File: src/rtl/alu_cmd_sequencer.sv
// rtl/alu_cmd_sequencer.sv - register-file issue/writeback sequencer for a combinational ALU
module alu_cmd_sequencer #(
    parameter int DATA_W = 32,
    parameter int REG_AW = 3
) (
    input  logic              clk,
    input  logic              rst,
    input  logic              cmd_valid,
    output logic              cmd_ready,
    input  logic [3:0]        cmd_op,
    input  logic [REG_AW-1:0] cmd_rd,
    input  logic [REG_AW-1:0] cmd_rs1,
    input  logic [REG_AW-1:0] cmd_rs2,
    input  logic              cmd_use_imm,
    input  logic              cmd_load,
    input  logic [DATA_W-1:0] cmd_imm,
    output logic [DATA_W-1:0] alu_a,
    output logic [DATA_W-1:0] alu_b,
    output logic [3:0]        alu_ctrl,
    input  logic [DATA_W-1:0] alu_result,
    input  logic              alu_zero,
    output logic              res_valid,
    input  logic              res_ready,
    output logic [DATA_W-1:0] res_data,
    output logic              res_zero,
    output logic [REG_AW-1:0] res_rd,
    output logic              res_illegal
);
    localparam int NREGS = 1 << REG_AW;

    typedef enum logic [1:0] {
        IDLE,
        EXEC,
        RESP
    } state_t;

    state_t            state;
    logic [DATA_W-1:0] rf [NREGS];

    logic [REG_AW-1:0] lat_rd;
    logic              lat_load;
    logic              lat_illegal;
    logic [DATA_W-1:0] lat_imm;

    logic [DATA_W-1:0] rs1_val;
    logic [DATA_W-1:0] rs2_val;
    logic [DATA_W-1:0] exec_data;
    logic              exec_zero;

    // Register 0 is hardwired to zero on the read side; writes to it are simply skipped.
    assign rs1_val = (cmd_rs1 == '0) ? '0 : rf[cmd_rs1];
    assign rs2_val = (cmd_rs2 == '0) ? '0 : rf[cmd_rs2];

    assign cmd_ready = (state == IDLE);
    assign res_valid = (state == RESP);

    always_comb begin
        exec_data = alu_result;
        exec_zero = alu_zero;
        if (lat_illegal) begin
            exec_data = '0;
            exec_zero = 1'b1;
        end else if (lat_load) begin
            exec_data = lat_imm;
            exec_zero = (lat_imm == '0);
        end
    end

    always_ff @(posedge clk) begin
        if (rst) begin
            state       <= IDLE;
            for (int i = 0; i < NREGS; i++) begin
                rf[i] <= '0;
            end
            alu_a       <= '0;
            alu_b       <= '0;
            alu_ctrl    <= 4'b0000;
            res_data    <= '0;
            res_zero    <= 1'b0;
            res_rd      <= '0;
            res_illegal <= 1'b0;
            lat_rd      <= '0;
            lat_load    <= 1'b0;
            lat_illegal <= 1'b0;
            lat_imm     <= '0;
        end else begin
            case (state)
                IDLE: begin
                    if (cmd_valid) begin
                        alu_a       <= rs1_val;
                        alu_b       <= cmd_use_imm ? cmd_imm : rs2_val;
                        alu_ctrl    <= cmd_load ? 4'b0000 : cmd_op;
                        lat_rd      <= cmd_rd;
                        lat_load    <= cmd_load;
                        lat_imm     <= cmd_imm;
                        lat_illegal <= cmd_op[3] & ~cmd_load;
                        state       <= EXEC;
                    end
                end
                EXEC: begin
                    res_data    <= exec_data;
                    res_zero    <= exec_zero;
                    res_rd      <= lat_rd;
                    res_illegal <= lat_illegal;
                    if (!lat_illegal && lat_rd != '0) begin
                        rf[lat_rd] <= exec_data;
                    end
                    state <= RESP;
                end
                RESP: begin
                    if (res_ready) begin
                        state <= IDLE;
                    end
                end
                default: state <= IDLE;
            endcase
        end
    end
endmodule

File: config.mk
export PLATFORM = sky130hd
export DESIGN_NAME = alu_cmd_sequencer
export DESIGN_NICKNAME = d
export VERILOG_FILES = /design/src/rtl/alu_cmd_sequencer.sv
export SDC_FILE = /design/constraint.sdc
export NUM_CORES = 1
export LEC_CHECK = 0
export CORE_MARGIN = 2
export CORE_UTILIZATION = 25
export CTS_BUF_LIST = sky130_fd_sc_hd__clkbuf_4 sky130_fd_sc_hd__clkbuf_8
export CTS_CLUSTER_DIAMETER = 200
export DETAILED_ROUTE_END_ITERATION = 10
export PLACE_DENSITY_LB_ADDON = 0.15
export SYNTH_ARGS = -nofsm -noshare
export SYNTH_HDL_FRONTEND = slang
export SYNTH_SLANG_ARGS = --single-unit
File: constraint.sdc
create_clock -name clk -period 2.9 [get_ports clk]
set_input_delay 0.725 -clock clk [delete_from_list [all_inputs] [get_ports clk]]
set_output_delay 0.725 -clock clk [all_outputs]
set_load 0.1 [all_outputs]
==> flow_metrics.tcl <==
set metrics [dict create \
    vdd_drop_max_mv 0.273 \
    cts_setup_buffers 0 \
    start_util_pct 25.2 \
    worstMarginPinSlew_ps 900 \
    cts_root_buf "clkbuf_8" \
    post-route-period-util_pct 82.3 \
    grt_pass1_wl_um 96300 \
    nFillCells 7127 \
    nets 1836 \
    cp.required_ps 2170 \
    maxSlewViolCount 0 \
    tns_ps 0 \
    syn_inst 1595 \
    place_congestion 0.775 \
    via_count 13400 \
    timing.fmax_ghz 0.419 \
    cts_tree "done" \
    cp.arrival_ps 1660 \
    synth_area_um2 17300 \
    yosysTopAreaCellShare_pct 38.9 \
    end_kind "output port" \
    drt-wirelength-per-cell_um 25.0 \
    drive_above_1_share_pct 23.7 \
    synth-seq-area-share_pct 55.5 \
    yosys_warnings 0 \
    ys.flop_type "edfxtp_1" \
    drc 0 \
    syn_nets 1679 \
    setup.worst_path.class "flop to output port" \
    synthArstFlopShare_pct 0 \
    grt_antenna_before_repair 2 \
    dieWidth_um 267 \
    regArea_um2 9590 \
    hold_start "rst" \
    critPathLaunchType "flop" \
    path_max_fanout 6 \
    stdcell_count 2687 \
    area_delta_synth_final_pct 23.4 \
    synth.area.top_cells "edfxtp_1 39%, dfxtp_1 17%, mux4_2 5.9%, nor2_1 5.8%, mux2i_1 5.4%" \
    drtPass1Iterations 5 \
    postCtsHoldBufs 0 \
    p_per_area_nw_per_um2 634 \
    rows 96 \
    pin_count 191 \
    multiInputGateArea_um2 6930 \
    clock_skew_ps 32.9 \
    grt_max_degree 70 \
    cts_buffers 68 \
    die_area_um2 71200 \
    yosysMostFrequentCell "nor2_1" \
    final_antenna_net_count 0 \
    finalSetupViolCount 0 \
    synth-edff-count 224 \
    power_w 0.0135 \
    gr-total-overflow 0 \
    place_ws_ps 276 \
    core_area_um2 68500 \
    cp_cell_sequence "nor2b_1 > buf_4" \
    hold_viol_final 0 \
    grt_pass1_vias 14000 \
    synth.largest_area_cell "edfxtp_1" \
    post-route-min-period_ps 2390 \
    rsz0062_at_grt "no" \
    synth.distinct_cells 45 \
    cts.path.max_buffers 3 \
    clk_latency_ps 650 \
    cts_resized 0 \
    critPathMaxStageDelay_ps 480 \
    post-dp-hpwl_um 42800 \
    max_cap_violations 0 \
    slowest_stage "dfxtp_1" \
    maxSlewHeadroom_pct 40.0 \
    outcome "complete, no violations" \
    totalWireLength_um 67300 \
    synth_common_cells "267 x nor2_1, 224 x edfxtp_1, 143 x dfxtp_1" \
    fp.dieH_um 267 \
    startpoint "state[1]" \
    placedCellCount 2564 \
    hp-class "input port to flop" \
    r2r_start "state[1]" \
    ctsHtreeMaxLevel 3 \
    port_buffers 190 \
    layout_setup_ws_ps 513 \
    leakagePower_nw 7.84 \
    clock_sinks 367 \
    syn_avg_cell_area_um2 10.8 \
    track_usage_pct 18.8 \
    clkTransAtPathRegs_ps 60 \
    avgViaCountPerCell 4.97 \
    synth_seq_cells 367 \
    drt_iter0_markers 953 \
]
[final timing paths]
kind,slack (ps),to,depth (start not counted)
min,390,lat_imm[15],2
max,510,res_valid,2
max reg2reg,990,rf[7][7],5
min reg2reg,450,alu_a[9],2
[cells by family (layout without fill, tap and decap cells)]
kind of cell	count (synthesis)	after routing	synth area share, %
simple gates	594	594	15.5
other cells	0	2	0
buf+inv	168	376	4.51
mux	182	182	14.1
compound gates	284	284	10.4
flops	367	367	55.5
[layout by cell type, fill, tap and decap left out, types with 2 or more instances in the layout]
cell             instances
nor2_1                 267
edfxtp_1               224
buf_4                  155
dfxtp_1                141
nand2_1                140
a21oi_1                137
mux2i_1                 94
clkbuf_8                79
clkdlybuf4s50_1         76
nor3_1                  51
mux4_2                  45
mux2_2                  43
o21ai_0                 33
clkbuf_4                33
or2_2                   32
a221o_1                 28
nand2b_1                22
nor2b_1                 21
o22ai_1                 19
nand3_1                 18
a211oi_1                18
a221oi_1                16
buf_12                  16
and3_1                  15
o32ai_1                 15
o211ai_1                13
nor4_1                   6
nand2b_2                 6
inv_1                    4
nand3b_1                 4
clkinvlp_4               4
buf_2                    4
clkinv_1                 3
diode_2                  2
a2111oi_0                2
dfxtp_2                  2
[power breakdown]
part           switching [W]  total [W]  leakage (nW)  internal [W]
clock                0.00227    0.00526         0.744       0.00299
sequential          0.000170    0.00594          3.49       0.00577
combinational        0.00164    0.00233          3.60      0.000689
total                0.00409     0.0135          7.84       0.00944
[critical path, delay by kind of cell, from the launching register on]
family,cells,cell delay (ps)
AND/OR/NAND/NOR,1,230
flip-flops,1,480
buffers and inverters,1,320
[metal layers]
| layer | vias to the layer above | global-route usage (%) | wire length, um |
|---|---|---|---|
| met5 | - | 0 | 0 |
| met3 | 110 | 3.30 | 2910 |
| li1 | 6109 | - | - |
| met4 | 0 | 6.67 | 2230 |
| met2 | 359 | 32.2 | 33100 |
| met1 | 6787 | 23.6 | 29000 |
[stage by stage]
stage,cell area [um2],hold WS (ps),util (%)
4_1_cts,21300,338,31.1
6_report,21300,389,31.1
5_1_grt,21300,369,31.1
2_1_floorplan,17300,449,-
3_5_place_dp,19900,447,29.1
3_3_place_gp,19900,441,29.1
[registers in the layout, summed over array words and instances, names as in the netlist, 2 cells and up]
name and flops:
alu_a 32, alu_b 32, alu_ctrl 4, lat_imm 32, lat_rd 3, res_data 32, res_rd 3, rf 224
state 2
[final cells by class]
type                       instances  share of cell area, %
sequential                       367                   45.0
tap                              882                   5.18
inverter                           4                 0.0704
clock inverter                     9                  0.376
antenna                            2                 0.0235
multi-input combinational       1060                   32.5
clock buffer                     112                   6.26
timing repair buffer             251                   10.6
No activity file was read; power rests on OpenSTA's default activity.
==> variant: new RTL, same flow settings <==
`REG_AW`: 3 -> 4.
--- a/src/rtl/alu_cmd_sequencer.sv
+++ b/src/rtl/alu_cmd_sequencer.sv
@@ -1,7 +1,7 @@
 // rtl/alu_cmd_sequencer.sv - register-file issue/writeback sequencer for a combinational ALU
 module alu_cmd_sequencer #(
     parameter int DATA_W = 32,
-    parameter int REG_AW = 3
+    parameter int REG_AW = 4
 ) (
     input  logic              clk,
     input  logic              rst,
Ports: changed (resized cmd_rd, cmd_rs1, cmd_rs2 and res_rd); port bits go from 191 to 195. The function was not compared with the original's and may differ.
==> variant against the original RTL <==
  * Sequential power up 82%
  * Sequential cell count rose by 290
  * Hold slack better by 77 ps
  * Wire length rose by 83%
  * Area after synthesis increased by 84%
  * Combinational power rose by 57%
  * Count of clock-buffer cells in the layout is 39 higher
  * Critical path depth stayed put
  * Design area is 81% higher
  * Worst setup slack lost 220 ps
  * Power increased by 71%
  * Highest routed layer is now met5
  * Largest power group unchanged
  * First-iteration DRC count up 100%
==> variant: results (changes against the original RTL) <==
P_int=16.26 mW (was 9.440 mW); DP HPWL=81230 um (was 42790 um); Worst Path Arrival=1880 ps (was 1660 ps); Lkg Pwr=14.20 nW (was 7.838 nW); YS warnings=0 (unchanged); Max clock buf depth=3 (unchanged); number of synthesized flops with an enable pin=512 (was 224); Seq/Total Area, Yosys=57.61% (was 55.51%); Max Fanout on Critical Path=68 (was 6); Top reg by flops=rf (unchanged); # nets final=2920 (was 1836); Largest register FFs=512 (was 224); layout cell share with drive strength beyond 1=22.05% (was 23.68%); first-pass GRT wire length=175100 um (was 96340 um); Slew headroom=48.59% (was 40.00%); peak supply drop=0.0003494 V (was 0.0002734 V); DP Worst Slack=59.93 ps (was 276.0 ps); CP peak stage delay=410 ps (was 480 ps); Distinct cells, synth=44 (was 45); Gate power share=15.8% (was 17.2%); CTS buffer count=112 (was 68); PwrDens=598.5 mW/mm^2 (was 634.3 mW/mm^2); P_clk=8.61 mW (was 5.26 mW); Post-Route Skew=29.73 ps (was 32.93 ps); placed insts=4369 (was 2564); WL final=123400 um (was 67280 um); Tot GR Track Use=18.69% (was 18.78%); Placed Instance Area=0.03631 mm^2 (was 0.01990 mm^2); fill cell count=12626 (was 7127); main area contributors after synthesis=edfxtp_1, mux2i_1, mux4_2 (was edfxtp_1, dfxtp_1, mux4_2); IO Port Bufs=194 (was 190); routability-driven placement congestion ratio=0.8193 (was 0.7749); H-tree depth=3 (unchanged); asr flop ratio synth=0% (unchanged); CP top delay family=buffers and inverters (was flip-flops); initial antenna violation count=5 (was 2); pin count of the biggest net entering global routing=92 (was 70); CP max-delay cell=buf_6 (was dfxtp_1); run status=completed (unchanged); Via density=4.947 (was 4.974); Post-Syn Instances=2627 (was 1595); Final Non-Filler Cells=4582 (was 2687); Hold/Removal Path Class=reg -> reg (was in -> reg); Synth top cells by count=nor2_1, edfxtp_1, mux2i_1, nand2_1, clkbuf_1 (was nor2_1, edfxtp_1, dfxtp_1, nand2_1, a21oi_1); vias in the first global route=23365 (was 13994); Clock Latency Late Sink=760 ps (was 650 ps); Clock transition at path regs=60 ps (about the same); Detailed Route Iter0 Violations=1919 (was 953)
variant: cell count changes after synthesis, sizes merged, moves of 31 or more:
cell / unedited run / this run
nand2: 141 / 198
a22oi: 0 / 104
nor2: 268 / 580
edfxtp: 224 / 512
clkbuf: 101 / 184
o221ai: 0 / 32
o21ai: 33 / 2
mux2: 43 / 0
a21oi: 137 / 91
mux4: 45 / 138
mux2i: 94 / 313
variant: layout make-up:
type                       count  area, um^2  share of cell area [%]
multi-input combinational   1721       12430                   32.21
sequential                   657       18280                   47.37
clock buffer                 151        1916                   4.964
antenna                        2       5.005                 0.01297
tap                         1650        2064                   5.350
clock inverter                60       347.8                  0.9015
timing repair buffer         334        3517                   9.115
inverter                       7       26.28                 0.06810
variant: worst register-to-register path: stages, from the launching register on:
cell and delay, ps:
dfxtp_1 310, or4b_4 580, nor3_2 130, buf_4 180, nand2_1 110, nand2b_2 240
buf_4 270
variant: worst paths after layout:
kind | start | end | slack [ps] | cells past startpoint
setup / recovery | alu_ctrl[3] | alu_ctrl[3] | 290 | 2
hold / removal | alu_ctrl[2] | alu_ctrl[2] | 470 | 2
hold reg to reg | alu_ctrl[2] | alu_ctrl[2] | 470 | 2
setup reg to reg | state[1] | rf[4][5] | 760 | 6
variant: metal layers:
| metal | up-vias | track usage [%] | routed length (um) | part of all wire [%] |
|---|---|---|---|---|
| met5 | - | 0 | 22 | 0.018 |
| met4 | 4 | 5.042 | 2724 | 2.2 |
| met3 | 161 | 3.818 | 8319 | 6.7 |
| met2 | 827 | 30.08 | 57380 | 46 |
| met1 | 11634 | 25.48 | 54970 | 45 |
| li1 | 10041 | - | - | - |
variant: kinds of logic after synthesis:
group,Yosys count,share of synthesized area (%)
simple gates,953,12.55
flops,657,57.61
mux,451,19.67
compound gates,285,6.361
buf+inv,280,3.790
other cells,1,0.01182
